`src/rtl/mac_out_collector.sv`:
```
// Purpose: buffers MAC accumulator vectors in a small FIFO and serialises each one
//          onto a narrower valid/ready beat bus.
// Latency: a vector strobed in cycle T presents beat 0 with out_valid_o=1 in T+1.
// Backpressure: the output stalls on out_ready_i=0 and holds the beat stable.
//          The input has no backpressure, so a strobe into a full FIFO is dropped
//          and sets the sticky overflow_o flag. space_ok_o lets the controller
//          throttle new MAC issues before that happens.
//
// Ports:
//   clk, nrst       clock, synchronous active-low reset
//   clear_i         synchronous flush, same effect as reset
//   acc_valid_i     single-cycle strobe qualifying acc_data_i
//   acc_data_i      full output vector, element i at [i*outputBits +: outputBits]
//   space_ok_o      free entries > reserveSlots
//   out_valid_o     beat valid; out_ready_i is the consumer ready
//   out_data_o      beat payload, lane j = element beat*lanesPerBeat + j
//   out_beat_o      beat index within the current vector
//   out_last_o      final beat of a vector
//   count_o         stored vectors, including the one being sent
//   overflow_o      sticky, set when a vector was dropped
module mac_out_collector #(
   parameter int outputElements = 32,
   parameter int outputBits     = 4,
   parameter int lanesPerBeat   = 8,
   parameter int fifoDepth      = 4,
   parameter int reserveSlots   = 2
) (
   input  logic                                             clk,
   input  logic                                             nrst,
   input  logic                                             clear_i,
   input  logic                                             acc_valid_i,
   input  logic [outputElements*outputBits-1:0]             acc_data_i,
   output logic                                             space_ok_o,
   output logic                                             out_valid_o,
   input  logic                                             out_ready_i,
   output logic [lanesPerBeat*outputBits-1:0]               out_data_o,
   output logic [$clog2(outputElements/lanesPerBeat)-1:0]   out_beat_o,
   output logic                                             out_last_o,
   output logic [$clog2(fifoDepth+1)-1:0]                   count_o,
   output logic                                             overflow_o
);

   localparam int BEATS = outputElements / lanesPerBeat;
   localparam int VW    = outputElements * outputBits;
   localparam int LW    = lanesPerBeat * outputBits;
   localparam int BW    = $clog2(BEATS);
   localparam int PW    = $clog2(fifoDepth);
   localparam int CW    = $clog2(fifoDepth + 1);

   typedef enum logic {IDLE, SEND} state_t;

   logic [VW-1:0] mem_q [fifoDepth];
   logic [PW-1:0] wr_ptr_q;
   logic [PW-1:0] rd_ptr_q;
   logic [CW-1:0] count_q;
   logic [CW-1:0] count_d;
   state_t        state_q;
   logic          valid_q;
   logic [BW-1:0] beat_q;
   logic          overflow_q;

   logic last_beat;
   logic hs;
   logic pop;
   logic push;
   logic drop;

   assign last_beat = (beat_q == BW'(BEATS - 1));
   assign hs        = valid_q & out_ready_i;
   assign pop       = hs & last_beat;
   // A full FIFO still accepts a vector when the head leaves in the same cycle.
   assign push      = acc_valid_i & ((count_q != CW'(fifoDepth)) | pop);
   assign drop      = acc_valid_i & ~push;

   always_comb begin
      count_d = count_q;
      if (push && !pop) begin
         count_d = count_q + CW'(1);
      end else if (pop && !push) begin
         count_d = count_q - CW'(1);
      end
   end

   // Storage carries no reset: an entry is only read after it has been written.
   // A clear in the same cycle as a strobe leaves the written slot unreferenced.
   always_ff @(posedge clk) begin
      if (push) begin
         mem_q[wr_ptr_q] <= acc_data_i;
      end
   end

   always_ff @(posedge clk) begin
      if (!nrst || clear_i) begin
         wr_ptr_q   <= '0;
         rd_ptr_q   <= '0;
         count_q    <= '0;
         state_q    <= IDLE;
         valid_q    <= 1'b0;
         beat_q     <= '0;
         overflow_q <= 1'b0;
      end else begin
         if (push) begin
            wr_ptr_q <= wr_ptr_q + PW'(1);
         end
         if (pop) begin
            rd_ptr_q <= rd_ptr_q + PW'(1);
         end
         count_q <= count_d;
         if (drop) begin
            overflow_q <= 1'b1;
         end

         case (state_q)
            IDLE: begin
               // Look at next-state count so beat 0 appears one cycle after the strobe.
               if (count_d != '0) begin
                  state_q <= SEND;
                  valid_q <= 1'b1;
                  beat_q  <= '0;
               end
            end
            SEND: begin
               if (hs) begin
                  if (last_beat) begin
                     beat_q <= '0;
                     // Remaining vectors follow with no idle cycle.
                     if (count_d == '0) begin
                        state_q <= IDLE;
                        valid_q <= 1'b0;
                     end
                  end else begin
                     beat_q <= beat_q + BW'(1);
                  end
               end
            end
            default: begin
               state_q <= IDLE;
               valid_q <= 1'b0;
            end
         endcase
      end
   end

   assign out_valid_o = valid_q;
   assign out_beat_o  = beat_q;
   assign out_last_o  = valid_q & last_beat;
   assign out_data_o  = mem_q[rd_ptr_q][beat_q*LW +: LW];
   assign count_o     = count_q;
   assign overflow_o  = overflow_q;
   assign space_ok_o  = (fifoDepth - int'(count_q)) > reserveSlots;

endmodule
```
`config.mk`:
```
export PLATFORM = sky130hd
export DESIGN_NAME = mac_out_collector
export DESIGN_NICKNAME = d
export VERILOG_FILES = /design/src/rtl/mac_out_collector.sv
export SDC_FILE = /design/constraint.sdc
export NUM_CORES = 1
export LEC_CHECK = 0
export CORE_MARGIN = 5
export CORE_UTILIZATION = 57
export DETAILED_ROUTE_END_ITERATION = 10
export GPL_ROUTABILITY_DRIVEN = 0
export GPL_TIMING_DRIVEN = 0
export PLACE_DENSITY = 0.79
export SETUP_SLACK_MARGIN = 0.15
export SYNTH_ARGS = -nofsm -noshare
export SYNTH_HDL_FRONTEND = slang
export SYNTH_SLANG_ARGS = --single-unit
```
`constraint.sdc`:
```
create_clock -name clk -period 5.85 [get_ports clk]
set_input_delay 0.8775 -clock clk [delete_from_list [all_inputs] [get_ports clk]]
set_output_delay 0.8775 -clock clk [all_outputs]
set_load 0.1 [all_outputs]
```
==> results.sh <==
export IMPL_status="finished, final reports clean"
export IMPL_vias_per_cell=6.00
export IMPL_cp_arrival_ns=3.86
export IMPL_drv_slew=0
export IMPL_synth_warnings=0
export IMPL_place_hpwl_um=25100
export IMPL_cts_buffers=50
export IMPL_clock_fmax_mhz=211
export IMPL_fin_skew_ns=0.0145
export IMPL_p_total_mw=7.82
export IMPL_dr_first_iter_drc_count=737
export IMPL_synth_seq_area_share_pct=77.6
export IMPL_p_int_mw=6.24
export IMPL_ys_async_sr_fraction_pct=0
export IMPL_cts_sinks=526
export IMPL_r2r_cells=7
export IMPL_syn_area_per_cell_um2=25.1
export IMPL_ir_worst_vdd_mv=0.298
export IMPL_holdCritStartpoint="overflow_o"
export IMPL_leakage_nw=7.61
export IMPL_post_route_util_pct=69.0
export IMPL_htree_levels=2
export IMPL_period_minus_slack_ns=4.74
export IMPL_clock_tree_root_cell="clkbuf_16"
export IMPL_power_density_mw_per_mm2=322
export IMPL_nFillCells=2153
export IMPL_path_max_fanout=10
export IMPL_period_share_pct=81.0
export IMPL_grt_overflow_total=0
export IMPL_syn_area_mm2=0.0202
export IMPL_row_count=69
export IMPL_rrSetupSlack_ns=2.50
export IMPL_grtUsageTotal_pct=20.9
export IMPL_synthCells=803
export IMPL_grt_pass1_wl_um=60900
export IMPL_vias=9197
export IMPL_antenna_found_initial=5
export IMPL_clockBufferDepth=3
export IMPL_hold_end="overflow_o"
export IMPL_rsz0062_at_grt="no"
export IMPL_grt_pass1_vias=9750
export IMPL_die_y_um=198
export IMPL_mostFrequentLayoutCell="edfxtp_1"
export IMPL_hold_path_depth=2
export IMPL_rr_startpoint="count_o[0]"
export IMPL_synth_cell_types=37
export IMPL_synth_edf_count=512
export IMPL_critPathCaptureType="output port"
export IMPL_io_pins=174
export IMPL_insertion_delay_ns=0.56
export IMPL_crit_required_ns=4.97
export IMPL_fin_nets=1179
export IMPL_setup_viol=0
export IMPL_post_cts_resized=0
export IMPL_coreArea_mm2=0.0352
export IMPL_share_comb_of_total_power_pct=5.7
export IMPL_tritoncts="built"
export IMPL_wirelength_um=40500
export IMPL_relSlewSlack_pct=27.9
export IMPL_drive_gt1_share_pct=24.8
export IMPL_die_area_mm2=0.0393
export IMPL_die_w_um=198
export IMPL_maxCapViolations=0
export IMPL_ys_ff_latch=526
export IMPL_dr_pass1_iters=5
export IMPL_yosysTopAreaCell="edfxtp_1"
export IMPL_switchingPower_mw=1.58
export IMPL_synth_flop_cell="edfxtp_1"
export IMPL_hold_viol=0
export IMPL_clkSlewWorstSetupHoldPaths_ns=0.06
export IMPL_areaGrowthSynthToFinish_pct=20.4
export IMPL_hold_buffers=0
export IMPL_reg2reg_to="mem_q[3][42]"
export IMPL_ys_top_cells_by_area="edfxtp_1 76%, mux4_2 17%, dfxtp_1 1.4%, mux4_1 0.91%, buf_6 0.89%"
export IMPL_postCtsSetupBuffers=0
export IMPL_final_antenna_net_count=0
export IMPL_port_buffers=173
export IMPL_hp_class="flop to flop"
export IMPL_clockPowerShare_pct=39.8
export IMPL_start_util_pct=57.3
export IMPL_grt_max_degree=56
export IMPL_final_cell_mix="512 x edfxtp_1, 173 x clkdlybuf4s50_1, 153 x mux4_2"
export IMPL_drt_wirelength_per_cell_um=26.4
export IMPL_swShare_pct=20.2
export IMPL_crit_type="flop to output port"
export IMPL_drc=0
export IMPL_startpoint_type="flop"
export IMPL_synth_top_area_share_pct=76.2
export IMPL_seq_power_share_pct=54.5
export IMPL_tightest_slew_ns=1.08
export IMPL_synth_fp_nets=946
[cells in the mapped netlist (2+ instances only)]
cell,number
buf_4,2
mux4_2,153
a41o_1,2
edfxtp_1,512
clkbuf_8,8
nor2b_1,2
ha_1,10
clkbuf_1,6
inv_1,4
o21ai_0,3
xnor2_1,3
nand2_1,6
buf_2,7
nor4_1,4
nor4b_1,2
nor2_1,14
buf_6,16
xor2_1,3
mux4_1,7
and2_1,5
a21oi_1,3
nand3_1,2
nand2b_1,2
dfxtp_1,14
[power groups by stage]
stage	registers (mW)	clock network (mW)	logic (mW)
after global placement	4.35	0	0.425
after detailed placement	4.34	0	0.448
after CTS	4.26	3.17	0.450
after global routing	4.26	3.34	0.469
after floorplan	4.35	0	0.231
final	4.26	3.12	0.447
[state kept, by name, indices dropped and copies added, names as in the netlist, named ones only]
| signal | flops |
|---|---|
| mem_q | 512 |
| wr_ptr_q | 2 |
| out_beat_o | 2 |
| state_q | 1 |
| count_o | 3 |
| overflow_o | 1 |
| out_valid_o | 1 |
| rd_ptr_q | 2 |
[metal layers]
metal / part of all wire (%) / vias to the layer above / GRT usage, % / routed length [um]
met5: 0.11 / - / 0 / 46
met3: 6.8 / 64 / 5.26 / 2770
met2: 52 / 321 / 34.8 / 21000
met1: 39 / 4839 / 28.6 / 15900
met4: 1.7 / 8 / 5.02 / 704
li1: - / 3965 / - / -
[worst max-delay path: stages, from the launching register on]
cell and delay (ns):
dfxtp_1 0.32, clkbuf_1 0.62, buf_2 0.44, mux4_2 0.40, mux4_2 0.51, clkdlybuf4s50_1 0.99
[layout make-up]
class	instances	area [um^2]	area share, %
Sequential cell	526	15700	64.4
Multi-Input combinational cell	233	4140	17.0
Timing Repair Buffer	181	1950	8.03
Inverter	4	15.0	0.0618
Buffer	40	372	1.53
Clock buffer	63	1360	5.61
Antenna cell	1	2.50	0.0103
Clock inverter	25	215	0.886
Tap cell	461	577	2.37
[kinds of logic (layout without fill, tap and decap cells)]
family                   Yosys count  in the layout  share of synthesized area [%]
flip-flops                       526            526                           77.6
multiplexers                     160            160                           18.0
buffers and inverters             44            313                           1.92
AND/OR/NAND/NOR                   40             40                           1.00
AO/OA/AOI/OAI                     17             17                          0.602
adder cells (fa/ha/maj)           10             10                          0.620
XOR/XNOR                           6              6                          0.261
other                              0              1                              0
[worst max-delay path by stage]
stage	endpoint	depth (start not counted)	startpoint	slack (ns)
detailed placement	out_data_o[0]	5	flop	1.64
floorplan	mem_q[1][0]	5	count_o[0]	0.23
CTS	out_data_o[0]	5	flop	1.00
global placement	mem_q[1][31]	4	acc_valid_i	-2.13
finish	out_data_o[29]	5	flop	1.11
global route	out_data_o[0]	5	flop	1.0
[per-stage QoR]
stage	hold WS, ns	setup TNS (ns)	worst slack [ns]	instance area [um^2]	std cells
floorplan	0.485	0	0.231	20200	803
global placement	0.459	-1066.08	-2.13	22500	1437
detailed placement	0.467	0	1.64	22700	1445
CTS	0.481	0	1.00	24300	1533
global route	0.521	0	0.998	24300	1534
finish	0.478	0	1.11	24300	1534
Note: power is estimated with default switching activity, not from simulation.
